[config.mk]
export PLATFORM = sky130hd
export DESIGN_NAME = boot_image_loader
export DESIGN_NICKNAME = d
export VERILOG_FILES = /design/src/rtl/boot_image_loader_pkg.sv /design/src/rtl/boot_image_loader.sv
export SDC_FILE = /design/constraint.sdc
export NUM_CORES = 1
export LEC_CHECK = 0
export CAP_MARGIN = 20
export CORE_UTILIZATION = 47
export DETAILED_ROUTE_END_ITERATION = 10
export PLACE_DENSITY = 0.76
export SETUP_SLACK_MARGIN = 0.1
export SYNTH_ARGS = -nofsm -noshare
export SYNTH_HDL_FRONTEND = slang
export SYNTH_SLANG_ARGS = --single-unit
[constraint.sdc]
create_clock -name CLK -period 1.9 [get_ports CLK]
set_input_delay 0.285 -clock CLK [delete_from_list [all_inputs] [get_ports CLK]]
set_output_delay 0.285 -clock CLK [all_outputs]
set_load 0.02 [all_outputs]
[src/rtl/boot_image_loader_pkg.sv]
// Shared memory-map constants and the boot sequencer state encoding.
// The state type is also used by the debug/status readout.
package boot_image_loader_pkg;

  localparam logic [23:0] FLASH_ADDR_BIOS = 24'h10_0000;
  localparam logic [23:0] RAM_ADDR_BIOS   = 24'h70_0000;
  localparam logic [23:0] FLASH_SIZE_BIOS = 24'h02_4000;
  localparam logic [23:0] FLASH_ADDR_PAC  = 24'h1F_0000;
  localparam logic [23:0] RAM_ADDR_PAC    = 24'h77_E000;
  localparam logic [23:0] RAM_SIZE_PAC    = 24'h00_2000;

  typedef enum logic [2:0] {
    LOAD,
    RD,
    WR,
    CHK,
    NEXT,
    FIN
  } boot_state_t;

endpackage

[src/rtl/boot_image_loader.sv]
// Power-on sequencer copying the BIOS and PAC flash images into SD-RAM shadow areas.
// BUSY stays high until both jobs have been copied.
module boot_image_loader
  import boot_image_loader_pkg::*;
#(
  parameter logic [23:0] BIOS_SRC = FLASH_ADDR_BIOS,
  parameter logic [23:0] BIOS_DST = RAM_ADDR_BIOS,
  parameter logic [23:0] BIOS_LEN = FLASH_SIZE_BIOS,
  parameter logic [23:0] PAC_SRC  = FLASH_ADDR_PAC,
  parameter logic [23:0] PAC_DST  = RAM_ADDR_PAC,
  parameter logic [23:0] PAC_LEN  = RAM_SIZE_PAC
) (
  input  logic        CLK,
  input  logic        RESET,
  input  logic        START,
  output logic        FLASH_REQ,
  output logic [23:0] FLASH_ADDR,
  input  logic        FLASH_ACK,
  input  logic [7:0]  FLASH_DATA,
  output logic        RAM_REQ,
  output logic [23:0] RAM_ADDR,
  output logic [7:0]  RAM_DATA,
  input  logic        RAM_ACK,
  output logic        BUSY,
  output logic        DONE,
  output logic        JOB
);

  boot_state_t state_q, state_d;
  logic [23:0] src_q, src_d;
  logic [23:0] dst_q, dst_d;
  logic [23:0] remain_q, remain_d;
  logic [7:0]  data_q, data_d;
  logic        job_q, job_d;
  logic        busy_q, busy_d;
  logic        done_q, done_d;

  logic [23:0] job_src, job_dst, job_len;

  // Job table
  always_comb begin
    if (job_q) begin
      job_src = PAC_SRC;
      job_dst = PAC_DST;
      job_len = PAC_LEN;
    end else begin
      job_src = BIOS_SRC;
      job_dst = BIOS_DST;
      job_len = BIOS_LEN;
    end
  end

  always_comb begin
    state_d  = state_q;
    src_d    = src_q;
    dst_d    = dst_q;
    remain_d = remain_q;
    data_d   = data_q;
    job_d    = job_q;
    busy_d   = busy_q;
    done_d   = done_q;
    unique case (state_q)
      LOAD: begin
        src_d    = job_src;
        dst_d    = job_dst;
        remain_d = job_len;
        state_d  = (job_len == 24'd0) ? NEXT : RD;
      end
      RD: begin
        // Acks are only honoured in their own state, so a stray RAM_ACK here is dropped.
        if (FLASH_ACK) begin
          data_d  = FLASH_DATA;
          state_d = WR;
        end
      end
      WR: begin
        if (RAM_ACK) begin
          src_d    = src_q + 24'd1;
          dst_d    = dst_q + 24'd1;
          remain_d = remain_q - 24'd1;
          state_d  = CHK;
        end
      end
      CHK: begin
        state_d = (remain_q == 24'd0) ? NEXT : RD;
      end
      NEXT: begin
        if (!job_q) begin
          job_d   = 1'b1;
          state_d = LOAD;
        end else begin
          state_d = FIN;
        end
      end
      FIN: begin
        busy_d = 1'b0;
        done_d = 1'b1;
        if (START) begin
          job_d   = 1'b0;
          done_d  = 1'b0;
          busy_d  = 1'b1;
          state_d = LOAD;
        end
      end
      default: state_d = LOAD;
    endcase
  end

  always_ff @(posedge CLK) begin
    if (RESET) begin
      state_q  <= LOAD;
      src_q    <= 24'd0;
      dst_q    <= 24'd0;
      remain_q <= 24'd0;
      data_q   <= 8'd0;
      job_q    <= 1'b0;
      busy_q   <= 1'b1;
      done_q   <= 1'b0;
    end else begin
      state_q  <= state_d;
      src_q    <= src_d;
      dst_q    <= dst_d;
      remain_q <= remain_d;
      data_q   <= data_d;
      job_q    <= job_d;
      busy_q   <= busy_d;
      done_q   <= done_d;
    end
  end

  // Requests follow the registered state, so they drop on the same edge as an ack or reset.
  assign FLASH_REQ  = (state_q == RD);
  assign FLASH_ADDR = src_q;
  assign RAM_REQ    = (state_q == WR);
  assign RAM_ADDR   = dst_q;
  assign RAM_DATA   = data_q;
  assign BUSY       = busy_q;
  assign DONE       = done_q;
  assign JOB        = job_q;

endmodule
# Word level (Yosys, flattened, before mapping)
# Cells that the tools add are included.
totals:
  regBits: 86
  mem_count: 0
  output_inout_bits: 61
  rom_bits: 0
  inputBits: 13
  ramBits: 0
  latch_bits: 0
op_classes:
  bitwise: 0
  n_eq_ne: 8
  n_mux: 20
  div: 0
  addsub: 3
  order_cmp: 0
  n_shift: 0
  mul: 0
  n_reduce_logical: 9
ops:
  columns: ["op", "count"]
  rows:
  - ["one-hot mux 24 bit (2 select lines)", 3]
  - ["two-way mux 24 bit", 3]
  - ["adder 24 x 1 -> 24 bit, second input constant", 2]
  - ["logical NOT 24 bit", 2]
  - ["subtractor 24 x 1 -> 24 bit, second input constant", 1]
  - ["two-way mux 20 bit", 1]
  - ["two-way mux 19 bit", 1]
  - ["two-way mux 18 bit", 1]
  - ["two-way mux 3 bit", 6]
  - ["one-hot mux 3 bit (6 select lines)", 1]
  - ["equality test 3 x 2 -> 1 bit, second input constant", 2]
  - ["equality test 3 bit, second input constant", 2]
  - ["AND reduction 2 bit", 3]
  - ["inequality test 2 x 1 -> 1 bit, second input constant", 2]
  - ["nonzero test 2 bit", 2]
  - ["equality test 3 x 1 -> 1 bit, second input constant", 1]
  - ["logical NOT 3 bit", 1]
  - ["two-way mux 1 bit", 3]
  - ["AND reduction 3 bit", 1]
  - ["inequality test 2 bit, second input constant", 1]
  - ["one-hot mux 1 bit (2 select lines)", 1]

# Logic depth before layout (Yosys ltp)
# Gate-level depths: netlist of run 1.
depth:
  depth_word: 4
  ltp_mapped: 8

# Worst setup path before layout of run 1
# Ideal clock, no wire load.
synth_path:
  path_type: "register to register"
  start: "register dst_q[6], in the netlist RAM_ADDR[6]"
  end: "register dst_q[16], in the netlist RAM_ADDR[16]"
  required_ps: 1772
  n_path_buf: 0
  stages_incl_launch_ff: 6
  setup_slack_ps: -275
  setup_ps: 128
  t_arrival_ps: 2048
  cell_sequence: "dfxtp_1 nand4_1 nor4_1 mux2_2 a221oi_1 nor2_1"
synth_between:
  elab_chain_len: 3
synth_rtl:
  columns: ["item", "line", "text"]
  rows:
  - ["start: declaration", "boot_image_loader.sv:31", "logic [23:0] dst_q, dst_d;"]
  - ["start signal: assignment", "boot_image_loader.sv:122", "dst_q <= dst_d;"]
  - ["adder 24 x 1 -> 24 bit", "boot_image_loader.sv:79", "dst_d = dst_q + 24'd1;"]
  - ["two-way mux 24 bit", "boot_image_loader.sv:77", "if (RAM_ACK) begin"]
  - ["one-hot mux 24 bit (2 select lines)", "boot_image_loader.sv:62", "unique case (state_q)"]
# No other way between the ends. The select of a mux whose other input is x is not followed.
# A chain may end at the register's enable or synchronous reset.

# Worst setup path in the final report of run 1
layout_path:
  start: "register remain_q[16]"
  end: "register remain_q[23]"
layout_between:
  elab_chain_len: 3
layout_rtl:
  columns: ["item", "line", "text"]
  rows:
  - ["start: declaration", "boot_image_loader.sv:32", "logic [23:0] remain_q, remain_d;"]
  - ["start signal: assignment", "boot_image_loader.sv:123", "remain_q <= remain_d;"]
  - ["subtractor 24 x 1 -> 24 bit", "boot_image_loader.sv:80", "remain_d = remain_q - 24'd1;"]
  - ["two-way mux 24 bit", "boot_image_loader.sv:77", null]
  - ["one-hot mux 24 bit (2 select lines)", "boot_image_loader.sv:62", null]
# No other way between the ends. The select of a mux whose other input is x is not followed.

==> results of run 1 <==
## cells in the final DEF (no fill, tap or decap), drive strengths merged, types with 5 or more instances in the layout
cell	instances
or3	11
o21ai	10
and3	7
nand2b	5
xor2	22
nor4	20
clkdlybuf4s50	63
or4	6
nor3	14
a221oi	5
dlymetal6s2s	7
a21oi	22
mux2i	9
nand3	18
nand4	25
xnor2	23
inv	6
nor2	83
buf	58
nor2b	9
nand2	33
clkbuf	12
dfxtp	86
## cells in the mapped netlist (all sizes together), types with 2 or more instances
library cell,count,area (um^2)
or4,6,56.3
a32oi,2,17.5
nand2,33,124
and2,3,18.8
a311oi,4,35.0
xnor2,23,201
a21oi,22,110
and3,7,43.8
nand3,18,90.1
a211oi,2,15.0
nor3b,4,30.0
xor2,22,193
nor3,14,75.1
or2,4,25.0
and4,4,35.0
clkbuf,15,56.3
a221oi,5,43.8
buf,6,33.8
nor2b,9,56.3
o221ai,2,17.5
mux2i,9,90.1
ha,3,37.5
o21ai,10,50.1
nand4,25,156
nand2b,5,31.3
nor4b,2,23.8
nor2,83,319
inv,6,22.5
nor4,20,156
a31oi,3,18.8
o21a,2,15.0
dfxtp,86,1720
mux2,3,33.8
or3,11,70.1
## timing repair
action                                  in CTS  in global routing
buffers inserted                             0                  7
endpoints found under the setup margin      13                 41
resized for setup                           16                 38
pin swaps                                    5                  8
hold buffers                                 0                  0
## layout make-up
cell class	count	area [um^2]
well taps	105	131
multi-input cells	368	2490
clock buffers	11	151
fillers	630	2500
clock inverters	5	81.3
flip-flops and latches	86	1750
inverters	6	22.5
repair buffers	131	1210
## registers in the layout, indices dropped and copies added (netlist names)
| signal | flops |
|---|---|
| BUSY | 1 |
| RAM_DATA | 8 |
| state_q | 3 |
| JOB | 1 |
| FLASH_ADDR | 24 |
| remain_q | 24 |
| RAM_ADDR | 24 |
| DONE | 1 |
## cells by family (layout without fill, tap and decap cells)
logic type	after synthesis	after routing	share of synthesized area
adder cells (fa/ha/maj)	3	3	0.00917
AO/OA/AOI/OAI	57	57	0.0893
AND/OR/NAND/NOR	251	251	0.327
flip-flops	86	86	0.421
buffers and inverters	27	153	0.0275
XOR/XNOR	45	45	0.0963
multiplexers	12	12	0.0303
## where the power goes
part	internal [mW]	switching [mW]
logic	0.666	0.751
clock network	0.812	0.690
registers	1.90	0.0948
## worst reg2reg max path, cell delays in order (launching register included)
cell and delay [ps]:
sky130_fd_sc_hd__dfxtp_1 320, sky130_fd_sc_hd__or4_4 560, sky130_fd_sc_hd__or4_4 470, sky130_fd_sc_hd__nor4_4 270, sky130_fd_sc_hd__xnor2_1 170, sky130_fd_sc_hd__nor2_2 40
## worst min-delay path by stage
stage | end | startpoint | depth (start not counted)
floorplan | BUSY | START | 2
global route | BUSY | BUSY | 2
CTS | BUSY | BUSY | 2
detailed placement | BUSY | BUSY | 2
global placement | BUSY | BUSY | 2
finish | BUSY | BUSY | 2
## layer usage
| layer | wire [um] | up-vias |
|---|---|---|
| li1 | - | 1966 |
| met1 | 4930 | 1961 |
| met3 | 798 | 25 |
| met2 | 5360 | 144 |
| met5 | 0 | - |
| met4 | 259 | 0 |
==> run summary, run 1 <==
Cells and area
* **final design area excluding fillers** 5840 um^2
* **Non-Filler Instances** 712
* **antenna fix cells** 0
* **Nets** 618
* **fraction of final layout cells with drive strength greater than 1** 0.221
* **layout overhead on the synthesized area** 42.7%
* **fin util** 0.700

Logic synthesis
* **number of nets produced by synthesis** 497
* **flip-flop and latch count after synthesis** 86
* **sequential-to-total area share from yosys stat** 0.421
* **async set-reset flop share out of synthesis** 0
* **number of instances in the synthesized netlist** 481
* **Post-synth EDFFs** 0
* **Unique masters post-synth** 51
* **leading register cell type out of synthesis** sky130_fd_sc_hd__dfxtp_1
* **Post-Syn Area** 4090 um^2
* **Mean Syn Cell Area** 8.51 um^2
* **total number of yosys warnings** 0

Route
* **initial detailed-routing violation count** 235
* **ratio of routed vias to standard cells** 5.75
* **overall routed net length** 11,300 um
* **count of antenna-violating nets left after detailed routing** 0
* **via count of the routed design** 4,096
* **Detailed Routing Iterations Pass 1** 5
* **number of remaining DRC errors** 0
* **routed length per instance** 15.9 um

Placed design
* **Inst Count DP** 689
* **number of I/O port buffers** 73
* **Post-Place Cell Area** 5350 um^2
* **placed wire-length estimate** 7690 um
* **weighted congestion at the end of routability-driven global placement** 0.860
* **pre-CTS setup slack** -201 ps

STA
* **final cycle utilization of the critical path** 1.02
* **clock tree skew after final layout** 14.5 ps
* **hold slack final** 450 ps
* **Hold Violations, Final** 0
* **Final min period** 1930 ps
* **unrepaired setup endpoints after global routing** true
* **slew at the pin closest to its max-slew limit** 455 ps
* **endpoints failing setup** 3
* **post-layout worst setup margin** -30.3 ps
* **final-report max-slew violation count** 0
* **Slew headroom** 0.694
* **summed negative setup slack over all endpoints** -54.6 ps
* **FMAX** 518 MHz

Worst setup path
* **maximum net fanout on the critical path** 4
* **CP Depth** 5
* **Critical path buffers and inverters** 0
* **worst reg-to-reg path cell count** 5
* **most repeated library cell on the critical path** sky130_fd_sc_hd__or4_4
* **Data required, critical path** 2170 ps
* **Critical Path Start** remain_q[16]
* **Critical Path, Cell by Cell** or4_4 -> or4_4 -> nor4_4 -> xnor2_1 -> nor2_2
* **Worst Path Class, Setup** flip-flop to flip-flop
* **Largest stage delay, worst path** 560 ps
* **Max stage delay cell, worst path** sky130_fd_sc_hd__or4_4
* **Critical Path AT** 2200 ps
* **Top delay family on crit path** simple AND/OR/NAND/NOR gates
* **start of the worst register-to-register path** remain_q[16]
* **critical path launch point type** flip-flop
* **type of destination of the critical path** flip-flop
* **Worst Setup EP** remain_q[23]
* **endpoint of the worst register-to-register path** remain_q[23]
* **reg-to-reg slack, setup** -30 ps

GRT
* **number of antenna violations at the first check in global routing** 0
* **global routing met1 resource utilization** 0.333
* **GRT Util Overall** 0.259
* **met3 Resource Use GR** 0.0598
* **overall overflow remaining after global route** 0
* **first-pass GRT wire length** 18,200 um
* **maximum number of pins on one net before global-route repair** 27
* **met2 GRT Util** 0.413
* **busiest layer in global routing** met2
* **number of global-route vias before repair** 3,863

Clock tree
* **H-Tree Depth** 3
* **Inserted Clock Buffers** 9
* **TritonCTS clock tree** yes
* **Root Buffer Master** sky130_fd_sc_hd__clkbuf_8
* **sink count of the clock tree** 86
* **clk slew on worst S/H paths** 90 ps
* **clock network latency to the later pin of the worst-skew pair** 370 ps
* **maximum buffer depth of the clock tree** 2

Min path
* **path class of the lowest-slack min-delay path** flip-flop to flip-flop

Run
* **number of maximum-capacitance violations** 0

Floorplanning
* **area enclosed by the die boundary** 9080 um^2
* **x dimension of the die** 95.3 um
* **number of top-level pins** 74
* **area of the core** 8340 um^2
* **initial standard-cell utilization of the core** 0.491
* **number of placement rows** 33
* **y dimension of the die** 95.3 um

Power and ir drop
* **leakage component of the power** 2.29 nW
* **peak supply drop** 445 uV
* **Design Power** 4.91 mW
* **ratio of total power to cell area** 841 nW/um^2

Outcome
* **status** complete, but fails checks
* **violations in the final reports** negative setup slack

(Power assumes the default switching activity.)
==> run 2, diff against run 1 <==
SKIP_LAST_GASP = 1   (was unset)
==> run 2 against run 1 <==
Against the previous run: the flow still finishes with violations (negative setup slack); worst setup slack better by 4.3 ps; sequential power hardly changed; design area about the same; clock power barely moved; register-to-register slack about the same; via count is 0.63% lower; routed wire length decreased by 0.50%; critical path depth is the same; die area did not move.
==> run summary, run 2 (synthesis gave the netlist of run 1 again) <==
Route
* **ratio of routed vias to standard cells** 5.72
* **Detailed Routing Iterations Pass 1** 5
* **count of antenna-violating nets left after detailed routing** 0
* **via count of the routed design** 4,070
* **overall routed net length** 11,300 um
* **number of remaining DRC errors** 0
* **initial detailed-routing violation count** 232
* **routed length per instance** 15.9 um

GRT
* **first-pass GRT wire length** 18,200 um
* **number of antenna violations at the first check in global routing** 0
* **number of global-route vias before repair** 3,863
* **GRT Util Overall** 0.259
* **global routing met1 resource utilization** 0.333
* **maximum number of pins on one net before global-route repair** 27
* **overall overflow remaining after global route** 0
* **busiest layer in global routing** met2
* **met2 GRT Util** 0.413
* **met3 Resource Use GR** 0.0598

Placed design
* **weighted congestion at the end of routability-driven global placement** 0.860
* **placed wire-length estimate** 7690 um
* **Post-Place Cell Area** 5350 um^2
* **number of I/O port buffers** 73

Cells and area
* **fraction of final layout cells with drive strength greater than 1** 0.219
* **Nets** 618
* **combined area of the multi-input logic cells** 2490 um^2
* **leading cell types in the layout, fill and taps excluded** sky130_fd_sc_hd__nor2_1 (78), sky130_fd_sc_hd__dfxtp_1 (74), sky130_fd_sc_hd__clkdlybuf4s50_1 (64)
* **number of filler cells placed in the layout** 630
* **antenna fix cells** 0
* **final design area excluding fillers** 5830 um^2
* **fin util** 0.700
* **flip-flop and latch area** 1750 um^2
* **layout overhead on the synthesized area** 42.6%
* **most common cell after layout, fill and taps aside** sky130_fd_sc_hd__nor2_1

Floorplanning
* **number of top-level pins** 74
* **number of placement rows** 33
* **initial standard-cell utilization of the core** 0.491
* **x dimension of the die** 95.3 um
* **area of the core** 8340 um^2
* **y dimension of the die** 95.3 um
* **area enclosed by the die boundary** 9080 um^2

Clock tree
* **clk slew on worst S/H paths** 90 ps
* **TritonCTS clock tree** yes
* **H-Tree Depth** 3
* **Inserted Clock Buffers** 9
* **maximum buffer depth of the clock tree** 2
* **sink count of the clock tree** 86
* **Root Buffer Master** sky130_fd_sc_hd__clkbuf_8
* **clock network latency to the later pin of the worst-skew pair** 370 ps

Power and ir drop
* **Psw** 1.53 mW
* **peak supply drop** 443 uV
* **ratio of total power to cell area** 839 nW/um^2
* **sequential cell fraction of total power** 0.406
* **clock share of power** 0.306
* **Net Sw Frac** 0.312
* **Internal Pwr Total** 3.37 mW
* **Logic pwr share** 0.288
* **leakage component of the power** 2.28 nW

Worst setup path
* **critical path launch point type** flip-flop
* **worst reg-to-reg path cell count** 5
* **Critical Path AT** 2190 ps
* **Data required, critical path** 2170 ps
* **start of the worst register-to-register path** remain_q[16]
* **Critical Path Start** remain_q[16]
* **maximum net fanout on the critical path** 4
* **Worst Path Class, Setup** flip-flop to flip-flop
* **type of destination of the critical path** flip-flop

STA
* **Final min period** 1930 ps
* **slew at the pin closest to its max-slew limit** 468 ps
* **FMAX** 519 MHz
* **final cycle utilization of the critical path** 1.01
* **clock tree skew after final layout** 13.1 ps
* **Hold Violations, Final** 0
* **Slew headroom** 0.685
* **post-layout worst setup margin** -26.1 ps
* **unrepaired setup endpoints after global routing** true
* **final-report max-slew violation count** 0
* **endpoints failing setup** 3

Min path
* **path class of the lowest-slack min-delay path** flip-flop to flip-flop
* **WHS Path Cells** 2
* **Min-Delay Startpoint** BUSY

Outcome
* **status** complete, but fails checks
* **violations in the final reports** negative setup slack

Run
* **number of maximum-capacitance violations** 0

==> run 2: changes by cell type in the layout (fill, tap and decap cells not counted), sizes merged <==
| cell | delta |
|---|---|
| clkdlybuf4s50 | +1 |
| clkdlybuf4s15 | -1 |
==> run 2: through the flow <==
stage / TNS (ps) / setup slack [ps] / hold slack [ps] / power (mW) / std cells
final: -44.9 / -26.1 / 451 / 4.90 / 712
after global routing: -368 / -82.5 / 501 / 5.11 / 712
after CTS: -174 / -120 / 452 / 4.81 / 705
after detailed placement: -3430 / -201 / 436 / 3.23 / 689
after global placement: -1590 / -158 / 435 / 3.20 / 689
after floorplan: 0 / 21.0 / 432 / 2.82 / 481
==> run 2: final cells by class <==
| class | count | share of cell area |
|---|---|---|
| Tap cell | 105 | 0.0225 |
| Inverter | 6 | 0.00386 |
| Sequential cell | 86 | 0.299 |
| Clock inverter | 5 | 0.0139 |
| Timing Repair Buffer | 131 | 0.208 |
| Multi-Input combinational cell | 368 | 0.426 |
| Clock buffer | 11 | 0.0259 |
==> run 2: what timing repair did <==
item | in CTS | in global routing
pin swaps | 5 | 8
endpoints found under the hold margin | 0 | 0
gates cloned | 0 | 0
hold buffers | 0 | 0
gates resized for setup | 15 | 36
setup endpoints to repair | 13 | 41
setup buffers | 0 | 7
==> run 2: path summary, 6_finish.rpt <==
check,to,slack (ps)
setup reg to reg,remain_q[23],-30
hold / removal,BUSY,450
setup / recovery,remain_q[23],-30
hold reg to reg,BUSY,450
==> run 2: power groups by stage <==
stage	combinational, mW	clock (mW)	sequential [mW]
final	1.41	1.50	1.99
after global routing	1.52	1.59	2.00
after CTS	1.34	1.49	1.99
after detailed placement	1.20	0	2.02
after global placement	1.18	0	2.02
after floorplan	0.765	0	2.06
==> run 2: per-layer routing <==
| metal | wire length [um] | vias to the layer above |
|---|---|---|
| met5 | 0 | - |
| li1 | - | 1964 |
| met1 | 5010 | 1948 |
| met2 | 5290 | 132 |
| met4 | 276 | 0 |
| met3 | 712 | 26 |
==> run 2: worst max-delay path, cell delays in order (launching register included) <==
cell                      delay, ps
sky130_fd_sc_hd__dfxtp_1        320
sky130_fd_sc_hd__or4_4          550
sky130_fd_sc_hd__or4_4          470
sky130_fd_sc_hd__nor4_4         270
sky130_fd_sc_hd__xnor2_1        170
sky130_fd_sc_hd__nor2_2          40
==> run 3, diff against run 2 <==
CORE_UTILIZATION = 40   (was 47)
PLACE_DENSITY = 0.66   (was 0.76)
==> run 3 against run 2 <==
Against the previous run: the run still ends with negative setup slack left; global-route usage is 3.9 points lower; first-iteration DRC count is 18% lower; register-to-register slack better by 30 ps; combinational power is 6% lower; clock-buffer cell count is 1 higher; largest cell class unchanged; highest routed layer unchanged.
==> run summary, run 3 (synthesis gave the netlist of run 1 again) <==
Outcome
* **status** complete, but fails checks
* **violations in the final reports** negative setup slack

Clock tree
* **clock network latency to the later pin of the worst-skew pair** 360 ps
* **Root Buffer Master** sky130_fd_sc_hd__clkbuf_8
* **TritonCTS clock tree** yes
* **maximum buffer depth of the clock tree** 2
* **hold-fix buffers at CTS** 0
* **clk slew on worst S/H paths** 80 ps
* **Inserted Clock Buffers** 9
* **H-Tree Depth** 3
* **sink count of the clock tree** 86

Route
* **overall routed net length** 11,000 um
* **top routing layer in use** met4
* **initial detailed-routing violation count** 190
* **metal2 WL** 5090 um
* **count of antenna-violating nets left after detailed routing** 0
* **met3 wire len** 698 um
* **via count of the routed design** 4,023
* **Detailed Routing Iterations Pass 1** 5
* **M1 wire length** 5030 um
* **ratio of routed vias to standard cells** 5.34
* **routed length per instance** 14.6 um
* **number of remaining DRC errors** 0

Placed design
* **weighted congestion at the end of routability-driven global placement** 0.843
* **number of I/O port buffers** 73
* **Inst Count DP** 733
* **placed wire-length estimate** 8050 um
* **Post-Place Cell Area** 5500 um^2
* **pre-CTS setup slack** -199 ps

STA
* **Slew headroom** 0.759
* **unrepaired setup endpoints after global routing** true
* **final cycle utilization of the critical path** 1.00
* **clock tree skew after final layout** 8.87 ps
* **endpoints failing setup** 1
* **final-report max-slew violation count** 0
* **slew at the pin closest to its max-slew limit** 356 ps
* **post-layout worst setup margin** -1.05 ps
* **Hold Violations, Final** 0
* **Final min period** 1900 ps
* **FMAX** 526 MHz

Worst setup path
* **Data required, critical path** 2160 ps
* **critical path launch point type** flip-flop
* **worst reg-to-reg path cell count** 5
* **start of the worst register-to-register path** remain_q[10]
* **Worst Path Class, Setup** flip-flop to flip-flop
* **maximum net fanout on the critical path** 7
* **Critical Path Start** remain_q[10]
* **endpoint of the worst register-to-register path** remain_q[23]
* **type of destination of the critical path** flip-flop
* **reg-to-reg slack, setup** -1 ps
* **Critical Path AT** 2160 ps
* **Worst Setup EP** remain_q[23]

Power and ir drop
* **Psw** 1.42 mW
* **clock share of power** 0.314
* **Net Sw Frac** 0.294
* **ratio of total power to cell area** 820 nW/um^2
* **leakage component of the power** 2.30 nW
* **peak supply drop** 403 uV
* **Logic pwr share** 0.274
* **sequential cell fraction of total power** 0.411
* **Internal Pwr Total** 3.41 mW
* **Design Power** 4.82 mW

GRT
* **number of antenna violations at the first check in global routing** 0
* **overall overflow remaining after global route** 0
* **maximum number of pins on one net before global-route repair** 26
* **first-pass GRT wire length** 17,900 um
* **number of global-route vias before repair** 3,740
* **GRT Util Overall** 0.220

Floorplanning
* **initial standard-cell utilization of the core** 0.415
* **number of top-level pins** 74
* **x dimension of the die** 103 um
* **area enclosed by the die boundary** 10,600 um^2
* **area of the core** 9860 um^2
* **y dimension of the die** 103 um
* **number of placement rows** 36

Min path
* **path class of the lowest-slack min-delay path** flip-flop to flip-flop

Cells and area
* **final design area excluding fillers** 5880 um^2
* **most common cell after layout, fill and taps aside** sky130_fd_sc_hd__nor2_1
* **Nets** 632
* **number of filler cells placed in the layout** 881
* **leading cell types in the layout, fill and taps excluded** sky130_fd_sc_hd__nor2_1 (79), sky130_fd_sc_hd__dfxtp_1 (74), sky130_fd_sc_hd__buf_4 (69)
* **combined area of the multi-input logic cells** 2400 um^2
* **Non-Filler Instances** 754
* **fraction of final layout cells with drive strength greater than 1** 0.221
* **fin util** 0.596
* **layout overhead on the synthesized area** 43.7%
* **flip-flop and latch area** 1740 um^2
* **antenna fix cells** 0

Run
* **number of maximum-capacitance violations** 0

-- run 3: area by class of cell --
cell class / instances / share of cell area
Multi-Input combinational cell: 368 / 0.409
Sequential cell: 86 / 0.297
Timing Repair Buffer: 145 / 0.223
Tap cell: 133 / 0.0283
Clock buffer: 12 / 0.0230
Clock inverter: 4 / 0.0162
Inverter: 6 / 0.00383
-- run 3: power by group through the flow --
| stage | clock, mW | sequential, mW | combinational [mW] |
|---|---|---|---|
| 6_report | 1.52 | 1.98 | 1.32 |
| 5_1_grt | 1.62 | 2.00 | 1.43 |
| 4_1_cts | 1.56 | 1.98 | 1.30 |
| 3_5_place_dp | 0 | 2.02 | 1.24 |
| 3_3_place_gp | 0 | 2.02 | 1.21 |
| 2_1_floorplan | 0 | 2.06 | 0.765 |
-- run 3: per-stage QoR --
step	hold slack [ps]	TNS, ps
floorplan	432	0
global placement	435	-1610
detailed placement	460	-3730
CTS	478	-32.9
global route	503	-229
finish	468	-1.05
-- run 3: what timing repair did --
action                                  4_1_cts  5_1_grt
gates resized for setup                       9       26
hold endpoints to repair                      0        0
endpoints found under the setup margin       14       49
gates cloned                                  0        0
buffers inserted                              1        4
pin swaps                                     7        5
-- run 3: worst min-delay path by stage --
stage | from | endpoint | slack [ps] | depth (start not counted)
finish | BUSY | BUSY | 470 | 2
CTS | BUSY | BUSY | 480 | 2
global route | BUSY | BUSY | 500 | 2
detailed placement | BUSY | BUSY | 460 | 2
floorplan | START | BUSY | 430 | 2
global placement | BUSY | BUSY | 430 | 2
-- run 3: worst max-delay path: stages (launching register included) --
cell and delay, ps:
sky130_fd_sc_hd__dfxtp_2 330, sky130_fd_sc_hd__or4_4 540, sky130_fd_sc_hd__or3_4 430, sky130_fd_sc_hd__nor4_4 290, sky130_fd_sc_hd__xnor2_1 170, sky130_fd_sc_hd__nor2_2 50
-- run 3: per-layer routing --
metal | global-route usage | vias to the layer above
met5 | 0 | -
met4 | 0.0867 | 0
met3 | 0.0502 | 10
met2 | 0.351 | 107
met1 | 0.288 | 1920
li1 | - | 1986
